### src/rtl/port_uart_pkg.sv
// Shared definitions for the port-bus UART: register map, status bits,
// FSM encodings and RX FIFO sizing.
package port_uart_pkg;

  // Register offsets from BASE
  localparam logic [7:0] OffData   = 8'd0;
  localparam logic [7:0] OffStatus = 8'd1;
  localparam logic [7:0] OffDivLo  = 8'd2;
  localparam logic [7:0] OffDivHi  = 8'd3;
  localparam logic [7:0] OffIrqEn  = 8'd4;

  // STATUS bit positions
  localparam int unsigned StTxReady  = 0;
  localparam int unsigned StTxBusy   = 1;
  localparam int unsigned StRxAvail  = 2;
  localparam int unsigned StRxFull   = 3;
  localparam int unsigned StOverrun  = 4;
  localparam int unsigned StFrameErr = 5;

  // RX FIFO geometry
  localparam int unsigned FifoDepth     = 4;
  localparam int unsigned FifoPtrW      = 2;
  localparam logic [2:0]  FifoFullCount = 3'd4;

  // Smallest usable bit-period divisor
  localparam logic [15:0] DivMin = 16'd3;

  typedef enum logic [1:0] {
    TxIdle,
    TxStart,
    TxData,
    TxStop
  } tx_state_e;

  typedef enum logic [1:0] {
    RxIdle,
    RxStartChk,
    RxData,
    RxStop
  } rx_state_e;

  function automatic logic [15:0] eff_div(input logic [15:0] div);
    return (div < DivMin) ? DivMin : div;
  endfunction

endpackage

### src/rtl/uart_rx_fifo.sv
// 4x8 receive FIFO. A pop in the same cycle as a push into a full FIFO frees
// the slot first, so the push is accepted.
module uart_rx_fifo
  import port_uart_pkg::*;
(
  input  logic       clk,
  input  logic       rst,
  input  logic       push,
  input  logic       pop,
  input  logic [7:0] wdata,
  output logic [7:0] rdata,
  output logic       full,
  output logic       empty
);

  logic [7:0]          mem_q [FifoDepth];
  logic [FifoPtrW-1:0] wr_ptr_q;
  logic [FifoPtrW-1:0] rd_ptr_q;
  logic [FifoPtrW:0]   count_q;
  logic                do_push;
  logic                do_pop;

  assign full    = (count_q == FifoFullCount);
  assign empty   = (count_q == '0);
  assign do_pop  = pop & ~empty;
  assign do_push = push & (~full | do_pop);
  assign rdata   = mem_q[rd_ptr_q];

  always_ff @(posedge clk or posedge rst) begin
    if (rst) begin
      wr_ptr_q <= '0;
      rd_ptr_q <= '0;
      count_q  <= '0;
    end else begin
      if (do_push) wr_ptr_q <= wr_ptr_q + 1'b1;
      if (do_pop)  rd_ptr_q <= rd_ptr_q + 1'b1;
      count_q <= count_q + {2'b00, do_push} - {2'b00, do_pop};
    end
  end

  // Storage needs no reset; the pointers define what is valid.
  always_ff @(posedge clk) begin
    if (do_push) mem_q[wr_ptr_q] <= wdata;
  end

endmodule

### src/rtl/port_uart.sv
// Port-bus UART: double-buffered 8N1 transmitter, mid-bit sampling receiver
// with a 4-entry FIFO, programmable divisor and a level interrupt.
module port_uart
  import port_uart_pkg::*;
#(
  parameter logic [7:0]  BASE      = 8'h10,
  parameter logic [15:0] DIV_RESET = 16'd103
) (
  input  logic       clk,
  input  logic       rst,
  input  logic [7:0] port_id,
  input  logic [7:0] out_port,
  input  logic       write_strobe,
  input  logic       read_strobe,
  output logic [7:0] in_port,
  output logic       irq,
  input  logic       rxd,
  output logic       txd
);

  // Bus decode
  logic [7:0] offset;
  logic       hit;
  logic       wr_data, wr_div_lo, wr_div_hi, wr_irq_en;
  logic       rd_data, rd_status;

  assign offset    = port_id - BASE;
  assign hit       = (offset <= OffIrqEn);
  assign wr_data   = write_strobe & hit & (offset == OffData);
  assign wr_div_lo = write_strobe & hit & (offset == OffDivLo);
  assign wr_div_hi = write_strobe & hit & (offset == OffDivHi);
  assign wr_irq_en = write_strobe & hit & (offset == OffIrqEn);
  assign rd_data   = read_strobe & hit & (offset == OffData);
  assign rd_status = read_strobe & hit & (offset == OffStatus);

  // Control registers
  logic [15:0] div_q;
  logic [7:0]  irq_en_q;
  logic [15:0] div_eff;
  logic [15:0] rx_half_m1;

  assign div_eff    = eff_div(div_q);
  // (div_eff + 1) / 2 - 1 without a carry bit
  assign rx_half_m1 = {1'b0, div_eff[15:1]} + {15'd0, div_eff[0]} - 16'd1;

  always_ff @(posedge clk or posedge rst) begin
    if (rst) begin
      div_q    <= DIV_RESET;
      irq_en_q <= 8'h00;
    end else begin
      if (wr_div_lo) div_q[7:0]  <= out_port;
      if (wr_div_hi) div_q[15:8] <= out_port;
      if (wr_irq_en) irq_en_q    <= out_port;
    end
  end

  // Transmitter
  tx_state_e   tx_state_q;
  logic [15:0] tx_cnt_q;
  logic [2:0]  tx_bit_q;
  logic [7:0]  tx_shift_q;
  logic        hold_valid_q;
  logic [7:0]  hold_data_q;
  logic        tx_ready;
  logic        tx_busy;

  assign tx_ready = ~hold_valid_q;
  assign tx_busy  = (tx_state_q != TxIdle);

  always_ff @(posedge clk or posedge rst) begin
    if (rst) begin
      tx_state_q   <= TxIdle;
      txd          <= 1'b1;
      tx_cnt_q     <= '0;
      tx_bit_q     <= '0;
      tx_shift_q   <= '0;
      hold_valid_q <= 1'b0;
      hold_data_q  <= '0;
    end else begin
      if (wr_data && !hold_valid_q) begin
        hold_valid_q <= 1'b1;
        hold_data_q  <= out_port;
      end
      unique case (tx_state_q)
        TxIdle: begin
          if (hold_valid_q) begin
            tx_state_q   <= TxStart;
            txd          <= 1'b0;
            tx_cnt_q     <= div_eff;
            tx_shift_q   <= hold_data_q;
            hold_valid_q <= 1'b0;
          end
        end
        TxStart: begin
          if (tx_cnt_q == '0) begin
            tx_state_q <= TxData;
            txd        <= tx_shift_q[0];
            tx_shift_q <= {1'b0, tx_shift_q[7:1]};
            tx_bit_q   <= '0;
            tx_cnt_q   <= div_eff;
          end else begin
            tx_cnt_q <= tx_cnt_q - 16'd1;
          end
        end
        TxData: begin
          if (tx_cnt_q == '0) begin
            tx_cnt_q <= div_eff;
            if (tx_bit_q == 3'd7) begin
              tx_state_q <= TxStop;
              txd        <= 1'b1;
            end else begin
              tx_bit_q   <= tx_bit_q + 3'd1;
              txd        <= tx_shift_q[0];
              tx_shift_q <= {1'b0, tx_shift_q[7:1]};
            end
          end else begin
            tx_cnt_q <= tx_cnt_q - 16'd1;
          end
        end
        TxStop: begin
          if (tx_cnt_q == '0) begin
            // Chain straight into the next start bit when a byte is waiting
            if (hold_valid_q) begin
              tx_state_q   <= TxStart;
              txd          <= 1'b0;
              tx_cnt_q     <= div_eff;
              tx_shift_q   <= hold_data_q;
              hold_valid_q <= 1'b0;
            end else begin
              tx_state_q <= TxIdle;
            end
          end else begin
            tx_cnt_q <= tx_cnt_q - 16'd1;
          end
        end
      endcase
    end
  end

  // Receiver
  rx_state_e   rx_state_q;
  logic        rx_meta_q, rx_sync_q, rx_prev_q;
  logic [15:0] rx_cnt_q;
  logic [2:0]  rx_bit_q;
  logic [7:0]  rx_shift_q;
  logic        rx_stop_now;
  logic        rx_push;
  logic        ferr_set;

  assign rx_stop_now = (rx_state_q == RxStop) && (rx_cnt_q == '0);
  assign rx_push     = rx_stop_now & rx_sync_q;
  assign ferr_set    = rx_stop_now & ~rx_sync_q;

  always_ff @(posedge clk or posedge rst) begin
    if (rst) begin
      rx_meta_q  <= 1'b1;
      rx_sync_q  <= 1'b1;
      rx_prev_q  <= 1'b1;
      rx_state_q <= RxIdle;
      rx_cnt_q   <= '0;
      rx_bit_q   <= '0;
      rx_shift_q <= '0;
    end else begin
      rx_meta_q <= rxd;
      rx_sync_q <= rx_meta_q;
      rx_prev_q <= rx_sync_q;
      unique case (rx_state_q)
        RxIdle: begin
          if (rx_prev_q && !rx_sync_q) begin
            rx_state_q <= RxStartChk;
            rx_cnt_q   <= rx_half_m1;
          end
        end
        RxStartChk: begin
          if (rx_cnt_q == '0) begin
            if (rx_sync_q) begin
              rx_state_q <= RxIdle;
            end else begin
              rx_state_q <= RxData;
              rx_cnt_q   <= div_eff;
              rx_bit_q   <= '0;
            end
          end else begin
            rx_cnt_q <= rx_cnt_q - 16'd1;
          end
        end
        RxData: begin
          if (rx_cnt_q == '0) begin
            rx_shift_q <= {rx_sync_q, rx_shift_q[7:1]};
            rx_cnt_q   <= div_eff;
            if (rx_bit_q == 3'd7) rx_state_q <= RxStop;
            else                  rx_bit_q   <= rx_bit_q + 3'd1;
          end else begin
            rx_cnt_q <= rx_cnt_q - 16'd1;
          end
        end
        RxStop: begin
          if (rx_cnt_q == '0) rx_state_q <= RxIdle;
          else                rx_cnt_q   <= rx_cnt_q - 16'd1;
        end
      endcase
    end
  end

  // RX FIFO
  logic [7:0] fifo_rdata;
  logic       fifo_full;
  logic       fifo_empty;
  logic       fifo_pop;
  logic       ovr_set;

  assign fifo_pop = rd_data & ~fifo_empty;
  assign ovr_set  = rx_push & fifo_full & ~fifo_pop;

  uart_rx_fifo u_rx_fifo (
    .clk   (clk),
    .rst   (rst),
    .push  (rx_push),
    .pop   (fifo_pop),
    .wdata (rx_shift_q),
    .rdata (fifo_rdata),
    .full  (fifo_full),
    .empty (fifo_empty)
  );

  // Sticky error flags; a new event beats a simultaneous clearing read
  logic overrun_q;
  logic frame_err_q;

  always_ff @(posedge clk or posedge rst) begin
    if (rst) begin
      overrun_q   <= 1'b0;
      frame_err_q <= 1'b0;
      irq         <= 1'b0;
    end else begin
      overrun_q   <= ovr_set | (overrun_q & ~rd_status);
      frame_err_q <= ferr_set | (frame_err_q & ~rd_status);
      irq         <= (irq_en_q[0] & ~fifo_empty) | (irq_en_q[1] & tx_ready);
    end
  end

  // Read mux
  logic [7:0] status;

  always_comb begin
    status             = 8'h00;
    status[StTxReady]  = tx_ready;
    status[StTxBusy]   = tx_busy;
    status[StRxAvail]  = ~fifo_empty;
    status[StRxFull]   = fifo_full;
    status[StOverrun]  = overrun_q;
    status[StFrameErr] = frame_err_q;
  end

  always_comb begin
    in_port = 8'h00;
    if (hit) begin
      unique case (offset)
        OffData:   in_port = fifo_empty ? 8'h00 : fifo_rdata;
        OffStatus: in_port = status;
        OffDivLo:  in_port = div_q[7:0];
        OffDivHi:  in_port = div_q[15:8];
        OffIrqEn:  in_port = irq_en_q;
        default:   in_port = 8'h00;
      endcase
    end
  end

endmodule

### config.mk
export PLATFORM = sky130hd
export DESIGN_NAME = port_uart
export DESIGN_NICKNAME = d
export VERILOG_FILES = /design/src/rtl/port_uart_pkg.sv /design/src/rtl/uart_rx_fifo.sv /design/src/rtl/port_uart.sv
export SDC_FILE = /design/constraint.sdc
export NUM_CORES = 1
export LEC_CHECK = 0
export BUFFER_PORTS_ARGS = -buffer_cell sky130_fd_sc_hd__buf_2
export CAP_MARGIN = 10
export CORE_UTILIZATION = 40
export CTS_BUF_LIST = sky130_fd_sc_hd__clkbuf_16
export DETAILED_ROUTE_END_ITERATION = 12
export PLACE_DENSITY_LB_ADDON = 0.25
export RECOVER_POWER = 100
export SYNTH_ARGS = -nofsm -noshare
export SYNTH_HDL_FRONTEND = slang
export SYNTH_SLANG_ARGS = --single-unit
### constraint.sdc
create_clock -name clk -period 2.9 [get_ports clk]
set_clock_uncertainty 0.05 [all_clocks]
set_input_delay 0.145 -clock clk [delete_from_list [all_inputs] [get_ports clk]]
set_output_delay 0.145 -clock clk [all_outputs]
set_load 0.02 [all_outputs]
# Word-level counts from Yosys, hierarchy flattened
# Memory sizes are Yosys's and may differ from the RTL's.
# Cells that the tools add are included.
[totals]
regBits = 105
in_bits = 21
mem_count = 1
ramBits = 32
[classes]
n_reduce_logical = 23
bitwise_logic = 29
eq_ne = 28
order_cmp = 2
n_mux = 55
add_sub_neg = 11
[memory_table]
columns = ["name", "depth", "word_bits", "read_ports", "rd_ports_with_merged_regs", "write_ports", "line_no", "rtl"]
rows = [
  ["u_rx_fifo.mem_q", 4, 8, 1, 0, 1, "uart_rx_fifo.sv:16", "logic [7:0] mem_q [FifoDepth];"],
]
[op_table]
columns = ["cell", "count"]
rows = [
  ["2-to-1 mux 16 bit", 9],
  ["one-hot mux 16 bit (4 select lines)", 1],
  ["2-to-1 mux 8 bit", 7],
  ["one-hot mux 16 bit (3 select lines)", 1],
  ["subtractor 16 x 1 -> 16 bit (second input constant)", 3],
  ["one-hot mux 8 bit (5 select lines)", 1],
  ["logical NOT 16 bit", 2],
  ["one-hot mux 8 bit (4 select lines)", 1],
  ["!= test 2 bit (second input constant)", 13],
  ["2-to-1 mux 2 bit", 11],
  ["2-to-1 mux 3 bit", 7],
  ["AND 1 bit", 19],
  ["adder 15 x 1 -> 16 bit", 1],
  ["equality test 8 x 2 -> 1 bit (second input constant)", 2],
  ["< comparator 16 x 2 -> 1 bit (second input constant)", 1],
  ["one-hot mux 2 bit (4 select lines)", 2],
  ["AND reduction 5 bit", 3],
  ["one-hot mux 3 bit (2 select lines)", 2],
  ["2-to-1 mux 1 bit", 11],
  ["equality test 3 bit (second input constant)", 3],
  ["equality test 2 bit (second input constant)", 4],
  ["equality test 8 x 1 -> 1 bit (second input constant)", 1],
  ["equality test 8 x 3 -> 1 bit (second input constant)", 1],
  ["<= comparator 8 x 3 -> 1 bit (second input constant)", 1],
  ["other kinds (22)", 41],
]

# Depth between registers and ports, before layout
# Gate-level depths: netlist (run 1).
[depth]
word_depth = 10
mapped_depth = 12
mapped_depth_nobuf = 10

# Cells and area by module
# A second synthesis (run 1) with hierarchy kept.
[hier_totals]
cells_unflattened = 718
area_unflattened_um2 = 7523.5
[by_module_without_submodules]
columns = ["mod", "n_inst", "cells_per_inst", "seq_area_each_um2", "area_each_um2"]
rows = [
  ["port_uart", 1, 640, 2463.6, 5941.9],
  ["uart_rx_fifo", 1, 78, 1136.1, 1581.5],
]

# Worst setup path before layout (run 1)
# Ideal clock, no wire load.
[synth_path]
path_kind = "reg2reg"
startpoint = "reg div_q[5]"
endpoint = "reg rx_cnt_q[12]"
slack_ns = 0.237
n_path_buf = 1
setup_ns = 0.129
t_arrival_ns = 2.485
path_stages_with_launch = 12
period_less_slack_ns = 2.663
cell_sequence = "dfstp_2 -> clkbuf_1 -> nor4_1 -> and2_1 -> a21oi_1 -> ha_1 -> ha_1 -> nand3_1 -> or3_1 -> xnor2_1 -> a21oi_1 -> o21ai_0"
[synth_via]
elab_chain_len = 6
[synth_rtl]
columns = ["item", "line_no", "rtl"]
rows = [
  ["start, declared", "port_uart.sv:37", "logic [15:0] div_q;"],
  ["start signal, assigned", "port_uart.sv:51", "if (wr_div_lo) div_q[7:0] <= out_port;"],
  ["< comparator 16 x 2 -> 1 bit", "port_uart_pkg.sv:43", "return (div < DivMin) ? DivMin : div;"],
  ["2-to-1 mux 16 bit (*)", "port_uart_pkg.sv:43", ""],
  ["adder 15 x 1 -> 16 bit", "port_uart.sv:44", "assign rx_half_m1 = {1'b0, div_eff[15:1]} + {15'd0, div_eff[0]} - 16'd1;"],
  ["subtractor 16 x 1 -> 16 bit", "port_uart.sv:44", ""],
  ["2-to-1 mux 16 bit", "port_uart.sv:169", "if (rx_prev_q && !rx_sync_q) begin"],
  ["one-hot mux 16 bit (4 select lines) (*)", "port_uart.sv:167", "unique case (rx_state_q)"],
  ["end signal, assigned", "port_uart.sv:171", "rx_cnt_q <= rx_half_m1;"],
  ["end signal, assigned", "port_uart.sv:180", "rx_cnt_q <= div_eff;"],
  ["end signal, assigned", "port_uart.sv:184", "rx_cnt_q <= rx_cnt_q - 16'd1;"],
  ["end, declared", "port_uart.sv:143", "logic [15:0] rx_cnt_q;"],
]
# Every way passes the cells marked *; elsewhere a longest branch is shown, timed or not. The select of a mux whose other input is x is not followed.
# A chain may end at the register's enable or synchronous reset.

# Final worst setup path (run 1)
[layout_path]
startpoint = "reg div_q[12]"
endpoint = "reg rx_cnt_q[7]"
[layout_via]
elab_chain_len = 6
[layout_rtl]
columns = ["item", "line_no", "rtl"]
rows = [
  ["start signal, assigned", "port_uart.sv:52", "if (wr_div_hi) div_q[15:8] <= out_port;"],
  ["< comparator 16 x 2 -> 1 bit (*)", "port_uart_pkg.sv:43", ""],
  ["2-to-1 mux 16 bit (*)", "port_uart_pkg.sv:43", ""],
  ["adder 15 x 1 -> 16 bit", "port_uart.sv:44", ""],
  ["subtractor 16 x 1 -> 16 bit", "port_uart.sv:44", ""],
  ["2-to-1 mux 16 bit", "port_uart.sv:169", ""],
  ["one-hot mux 16 bit (4 select lines) (*)", "port_uart.sv:167", ""],
]
# Marked as above.

==> results.yml, run 1 <==
status:
  status: "finished with violations"
  violations: "max-capacitance violations, max-slew violations"
global_route:
  grt_pass1_vias: 6076
  grt_pass1_wl_microns: 32700
  grt_overflow: 0
  grt_usage: 0.212
  grt_max_degree: 59
  grt_antenna_before_repair: 0
synth:
  syn_inst: 740
  seq_area_frac_synth: 0.457
  synth_seq_cells: 137
  synth_fp_nets: 786
  synth_area_leaders: "dfrtp_1 (31%), edfxtp_1 (12%), mux2_2 (7.7%), ha_1 (3.8%), o21ai_0 (3.5%)"
  ys_warn_count: 0
  synthMuxAreaShare: 0.126
  yosys.area_share.simple: 0.144
  synth_area_sq_mm: 0.00787
  ys.flop_type: "dfrtp_1"
  synth_top_family_by_area: "compound AO/OA/AOI/OAI gates"
  avgSynthCellArea_sq_um: 10.6
  synth-compound-area-share: 0.157
  synthArstFlopShare: 0.766
  synth_top_area_frac: 0.305
  synthXorXnorAreaFrac: 0.0323
  synth_top_cell_by_area: "dfrtp_1"
  synth_edf_count: 32
  post_synth_fa_ha_maj_area_fraction: 0.0407
  synth_cell_types: 80
flow_run:
  max-cap-violations: 1
cells_and_area:
  final_common_cell: "dfrtp_1"
  stdcell_count: 1054
  antenna-diode-count: 0
  mostFrequentLayoutCells: "dfrtp_1 (96), nand2_1 (63), o21ai_0 (55), mux2_2 (54), nor2_1 (37)"
  fin_nets: 827
  areaGrowthSynthToFinish_pct: 13.9
  final_core_util: 0.471
  drive_gt1_frac: 0.219
  finalInstanceArea_sq_mm: 0.00897
routing:
  dr.pass1.iters: 5
  postRouteAntennaNets: 0
  finalWirelength_microns: 20000
  routedWlPerCell_microns: 19.0
  viasPerCell: 5.78
  drc_errors: 0
  dr_total_vias: 6093
  drtIter0Drc: 523
floorplan:
  core_sq_mm: 0.0190
  fp.dieW_microns: 142
  io_pins: 31
  die-area_sq_mm: 0.0202
  fp.dieH_microns: 142
  initial_core_util: 0.414
  rows: 50
clocking:
  clock_latency_ns: 0.43
  cts_buffer_depth: 2
  cts_num_sinks: 137
  clk_pin_slew_worst_paths_ns: 0.06
  cts_made_buffers: 17
  root_buffer: "clkbuf_16"
  cts-htree-levels: 4
  tritoncts: "done"
placement:
  placed_cells: 1020
  dpl-instance-area_sq_mm: 0.00841
  port_buffers: 30
  hpwl_microns: 14200
  place_congestion: 0.904
setup_path:
  critPathLaunchType: "register"
  path_max_fanout: 7
  worstPathArrival_ns: 3.05
  crit_type: "register to register"
  endpoint_kind: "register"
  rrSetupSlack_ns: 0.12
  required_ns: 3.17
sta:
  max_freq_ghz: 0.359
  setup_violations: 0
  maxSlewHeadroom: -0.146
  min_period_ns: 2.78
  tightestPinTransition_ns: 1.71
  final_max_slew_viol_count: 35
  hold_viol_final: 0
  period_share: 0.960
  final.setup.tns_ns: 0
power_and_ir_drop:
  finalPower_w: 0.00844
  peakVddDrop_mv: 0.523
  power.density_mw_per_mm2: 941
  p_leak_nw: 3.80
min_path:
  hold_class: "input pin to register"
synthesized netlist by cell type, types with 3 or more instances:
| master | n |
|---|---|
| nand2b_1 | 9 |
| o22ai_1 | 7 |
| mux2_2 | 54 |
| nand2_1 | 63 |
| a22oi_1 | 5 |
| nor2b_1 | 3 |
| ha_1 | 24 |
| o21ai_0 | 55 |
| mux4_2 | 8 |
| buf_6 | 4 |
| nor4_1 | 6 |
| a21oi_1 | 24 |
| a211oi_1 | 8 |
| o211ai_1 | 10 |
| nor3_2 | 4 |
| and2_1 | 7 |
| and3_1 | 3 |
| xor2_1 | 11 |
| inv_1 | 34 |
| nand3_1 | 22 |
| xnor2_1 | 18 |
| a22o_1 | 17 |
| or4_1 | 4 |
| a221oi_1 | 5 |
| buf_2 | 5 |
| o31ai_1 | 3 |
| clkbuf_1 | 31 |
| a21o_1 | 7 |
| dfstp_2 | 9 |
| or3_1 | 9 |
| nor2_1 | 36 |
| a31oi_1 | 9 |
| a32oi_1 | 3 |
| dfrtp_1 | 96 |
| nor3_1 | 19 |
| a221o_1 | 4 |
| edfxtp_1 | 32 |
| mux2i_1 | 18 |
stage by stage:
| stage | hold WS (ns) | setup WS (ns) |
|---|---|---|
| floorplan | 0.0995 | 0.237 |
| global placement | 0.226 | 0.205 |
| detailed placement | 0.221 | 0.115 |
| CTS | 0.00978 | 0.0448 |
| global route | 0.00972 | -0.000247 |
| finish | 0.0150 | 0.116 |
final timing paths:
kind                             start        endpoint  cells past startpoint
hold reg to reg              rx_meta_q       rx_sync_q                      0
min in group asynchronous          rst   rx_shift_q[3]                      3
max in group asynchronous          rst  hold_data_q[4]                      4
hold / removal             out_port[7]     irq_en_q[7]                      2
setup / recovery             div_q[12]     rx_cnt_q[7]                     10
setup reg to reg             div_q[12]     rx_cnt_q[7]                     10
power by group:
part           switching, W  internal (W)
logic               0.00214       0.00144
clock network      0.000955       0.00123
registers          0.000367       0.00231
area by class of cell:
type	instances	area (sq um)
clock buffer	17	425
sequential	137	3600
clock inverter	15	168
fill	1785	10100
timing repair buffer	65	382
inverter	34	129
tap	260	325
multi-input combinational	526	3940
critical path, stage by stage (launching register included):
cell      delay (ns)
dfrtp_1         0.37
or4_1           0.64
nor3_4          0.33
a21oi_4         0.12
ha_1            0.25
nand2b_2        0.15
nor3_1          0.08
xnor2_1         0.20
a21oi_1         0.09
a21o_1          0.20
a32o_1          0.19
cells by family (layout without fill, tap and decap cells):
group / count (synthesis) / in the layout
mux: 82 / 82
xor+xnor: 29 / 29
flops: 137 / 137
fa+ha+maj: 25 / 25
buf+inv: 77 / 131
compound gates: 183 / 183
simple gates: 207 / 207
metal layers:
metal,routed length (microns),track usage,part of all wire
met4,417,0.0673,0.021
met1,9150,0.290,0.46
met2,9540,0.340,0.48
met3,892,0.0367,0.045
met5,0,0,0
timing repair:
action / CTS / global route
buffers inserted: 0 / 0
hold endpoints to repair: 33 / 0
gates resized for setup: 0 / 10
hold buffers: 2 / 0
setup endpoints to repair: 0 / 4
state kept, by name, summed over array words and instances (netlist names), 3 cells and up, named ones only:
name               cells
u_rx_fifo.count_q      3
hold_data_q            8
rx_cnt_q              16
tx_bit_q               3
tx_shift_q             8
u_rx_fifo.mem_q       32
irq_en_q               8
rx_shift_q             8
div_q                 16
tx_cnt_q              16
rx_bit_q               3
No activity file was read; power rests on OpenSTA's default activity.
==> run 2, diff against run 1 <==
--- a/config.mk
+++ b/config.mk
@@ -12,6 +12,7 @@
 export DETAILED_ROUTE_END_ITERATION = 12
 export PLACE_DENSITY_LB_ADDON = 0.25
 export RECOVER_POWER = 100
+export SETUP_SLACK_MARGIN = 0.5
 export SYNTH_ARGS = -nofsm -noshare
 export SYNTH_HDL_FRONTEND = slang
 export SYNTH_SLANG_ARGS = --single-unit
==> run 2 against run 1 <==
The run now ends clean. Highest routed layer unchanged. Final cell count up 2.3%. First-iteration DRC count down 3.3%. Largest power group unchanged. Global-route usage up 1.0 points. Via count up 2.4%. Wire length up 7.6%. Sequential share of layout area down 1.4 points.
==> results.yml, run 2 (same netlist as run 1, synthesis figures left out) <==
status:
  status: "complete, no violations"
clocking:
  clock_latency_ns: 0.43
  cts_buffer_depth: 2
  clk_pin_slew_worst_paths_ns: 0.06
  cts_made_buffers: 17
  root_buffer: "clkbuf_16"
  cts_num_sinks: 137
  tritoncts: "done"
  cts-htree-levels: 4
sta:
  final.setup.tns_ns: 0
  grt_setup_unrepaired: "true"
  whs_ns: 0.00297
  min_period_ns: 2.64
  setup_violations: 0
  hold_viol_final: 0
  maxSlewHeadroom: 0.243
  period_share: 0.909
  max_freq_ghz: 0.379
  final_max_slew_viol_count: 0
  tightestPinTransition_ns: 1.13
power_and_ir_drop:
  finalPower_w: 0.00875
  power.density_mw_per_mm2: 941
  peakVddDrop_mv: 0.453
  p_leak_nw: 3.93
cells_and_area:
  largest_register_ffs: 32
  regMostFlops: "u_rx_fifo.mem_q"
  final_core_util: 0.489
  areaGrowthSynthToFinish_pct: 18.2
  stdcell_count: 1078
  mostFrequentLayoutCells: "dfrtp_1 (93), nand2_1 (62), mux2_2 (54), o21ai_0 (52), buf_4 (43)"
  drive_gt1_frac: 0.272
  fin_nets: 850
  final_common_cell: "dfrtp_1"
setup_path:
  path_cells: "or4_1 > nor3_4 > a21oi_1 > ha_4 > nand2b_4 > buf_6 > nor2_1 > xnor2_1 > a21oi_1 > a22o_1"
  crit_top_cell: "a21oi_1"
  worstPathArrival_ns: 2.89
  required_ns: 3.16
  critical-path-max-stage-delay_ns: 0.61
  worst_path_max_delay_cell: "or4_1"
  crit_type: "register to register"
  path_max_fanout: 6
  endpoint_kind: "register"
  reg2reg_depth: 10
  critPathLaunchType: "register"
routing:
  finalWirelength_microns: 21500
  drc_errors: 0
  viasPerCell: 5.79
  dr_total_vias: 6237
  dr.pass1.iters: 5
  drtIter0Drc: 506
  postRouteAntennaNets: 0
  routedWlPerCell_microns: 20.0
min_path:
  hold_class: "input pin to register"
  hold_depth: 2
global_route:
  grt_pass1_vias: 6156
  grt_max_degree: 84
  grt_usage: 0.222
  grt_pass1_wl_microns: 34100
  grt_overflow: 0
  grt_antenna_before_repair: 1
floorplan:
  fp.dieH_microns: 142
  rows: 50
  core_sq_mm: 0.0190
  die-area_sq_mm: 0.0202
  initial_core_util: 0.414
  io_pins: 31
  fp.dieW_microns: 142
placement:
  placed_cells: 1011
  hpwl_microns: 14600
  place_congestion: 0.924
  port_buffers: 30
flow_run:
  max-cap-violations: 0
[run 2: changes by cell type in the layout (fill, tap and decap cells not counted), sizes merged]
| cell | before | now |
|---|---|---|
| buf | 45 | 69 |
| clkbuf | 35 | 33 |
| bufinv | 1 | 0 |
| clkinv | 1 | 2 |
| nand3 | 23 | 24 |
| clkinvlp | 2 | 3 |
| diode | 0 | 1 |
| inv | 45 | 44 |
[run 2: worst max-delay path: cells and delay by family, from the launching register on]
kind / cells / cell delay [ns]
DFF: 1 / 0.40
buffers and inverters: 1 / 0.11
and+or+nand+nor: 4 / 1.04
adders and majority gates: 1 / 0.22
AOI/OAI and AO/OA: 3 / 0.48
xor gates and xnor gates: 1 / 0.22
[run 2: layout make-up]
type / instances / area, sq um
Antenna cell: 1 / 2.50
Inverter: 34 / 129
Fill cell: 1771 / 9710
Timing Repair Buffer: 87 / 584
Sequential cell: 137 / 3600
Multi-Input combinational cell: 527 / 4120
Tap cell: 260 / 325
Clock buffer: 17 / 425
Clock inverter: 15 / 114
[run 2: stage by stage]
step	setup slack, ns	cell area, sq um
2_1_floorplan	0.392	7990
3_3_place_gp	0.361	8440
3_5_place_dp	0.244	8440
4_1_cts	0.387	9150
5_1_grt	0.135	9300
6_report	0.264	9300
[run 2: worst paths after layout]
kind	from	end	slack [ns]
worst max-delay path	div_q[15]	rx_cnt_q[3]	0.26
worst min-delay path	out_port[0]	hold_data_q[0]	0.003
worst max register to register	div_q[15]	rx_cnt_q[3]	0.26
worst min register to register	rx_meta_q	rx_sync_q	0.31
max in group asynchronous	rst	div_q[10]	1.40
min in group asynchronous	rst	u_rx_fifo.wr_ptr_q[1]	0.43
[run 2: metal layers]
layer / wire (microns) / vias to the layer above / share of wire / global-route usage
met5: 0 / - / 0 / 0
met4: 615 / 0 / 0.029 / 0.103
met1: 9280 / 3084 / 0.43 / 0.296
met2: 10600 / 234 / 0.49 / 0.357
met3: 1040 / 41 / 0.049 / 0.0320
li1: - / 2878 / - / -
[run 2: power breakdown]
group	internal [W]	switching (W)
sequential	0.00231	0.000382
combinational	0.00171	0.00235
clock	0.00111	0.000897
[run 2: timing repair]
item / 4_1_cts / 5_1_grt
endpoints found under the hold margin: 20 / 0
gates resized for setup: 15 / 35
buffers inserted: 11 / 20
gates cloned: 0 / 1
hold buffers: 2 / 0
setup endpoints to repair: 56 / 49
pin swaps: 8 / 30
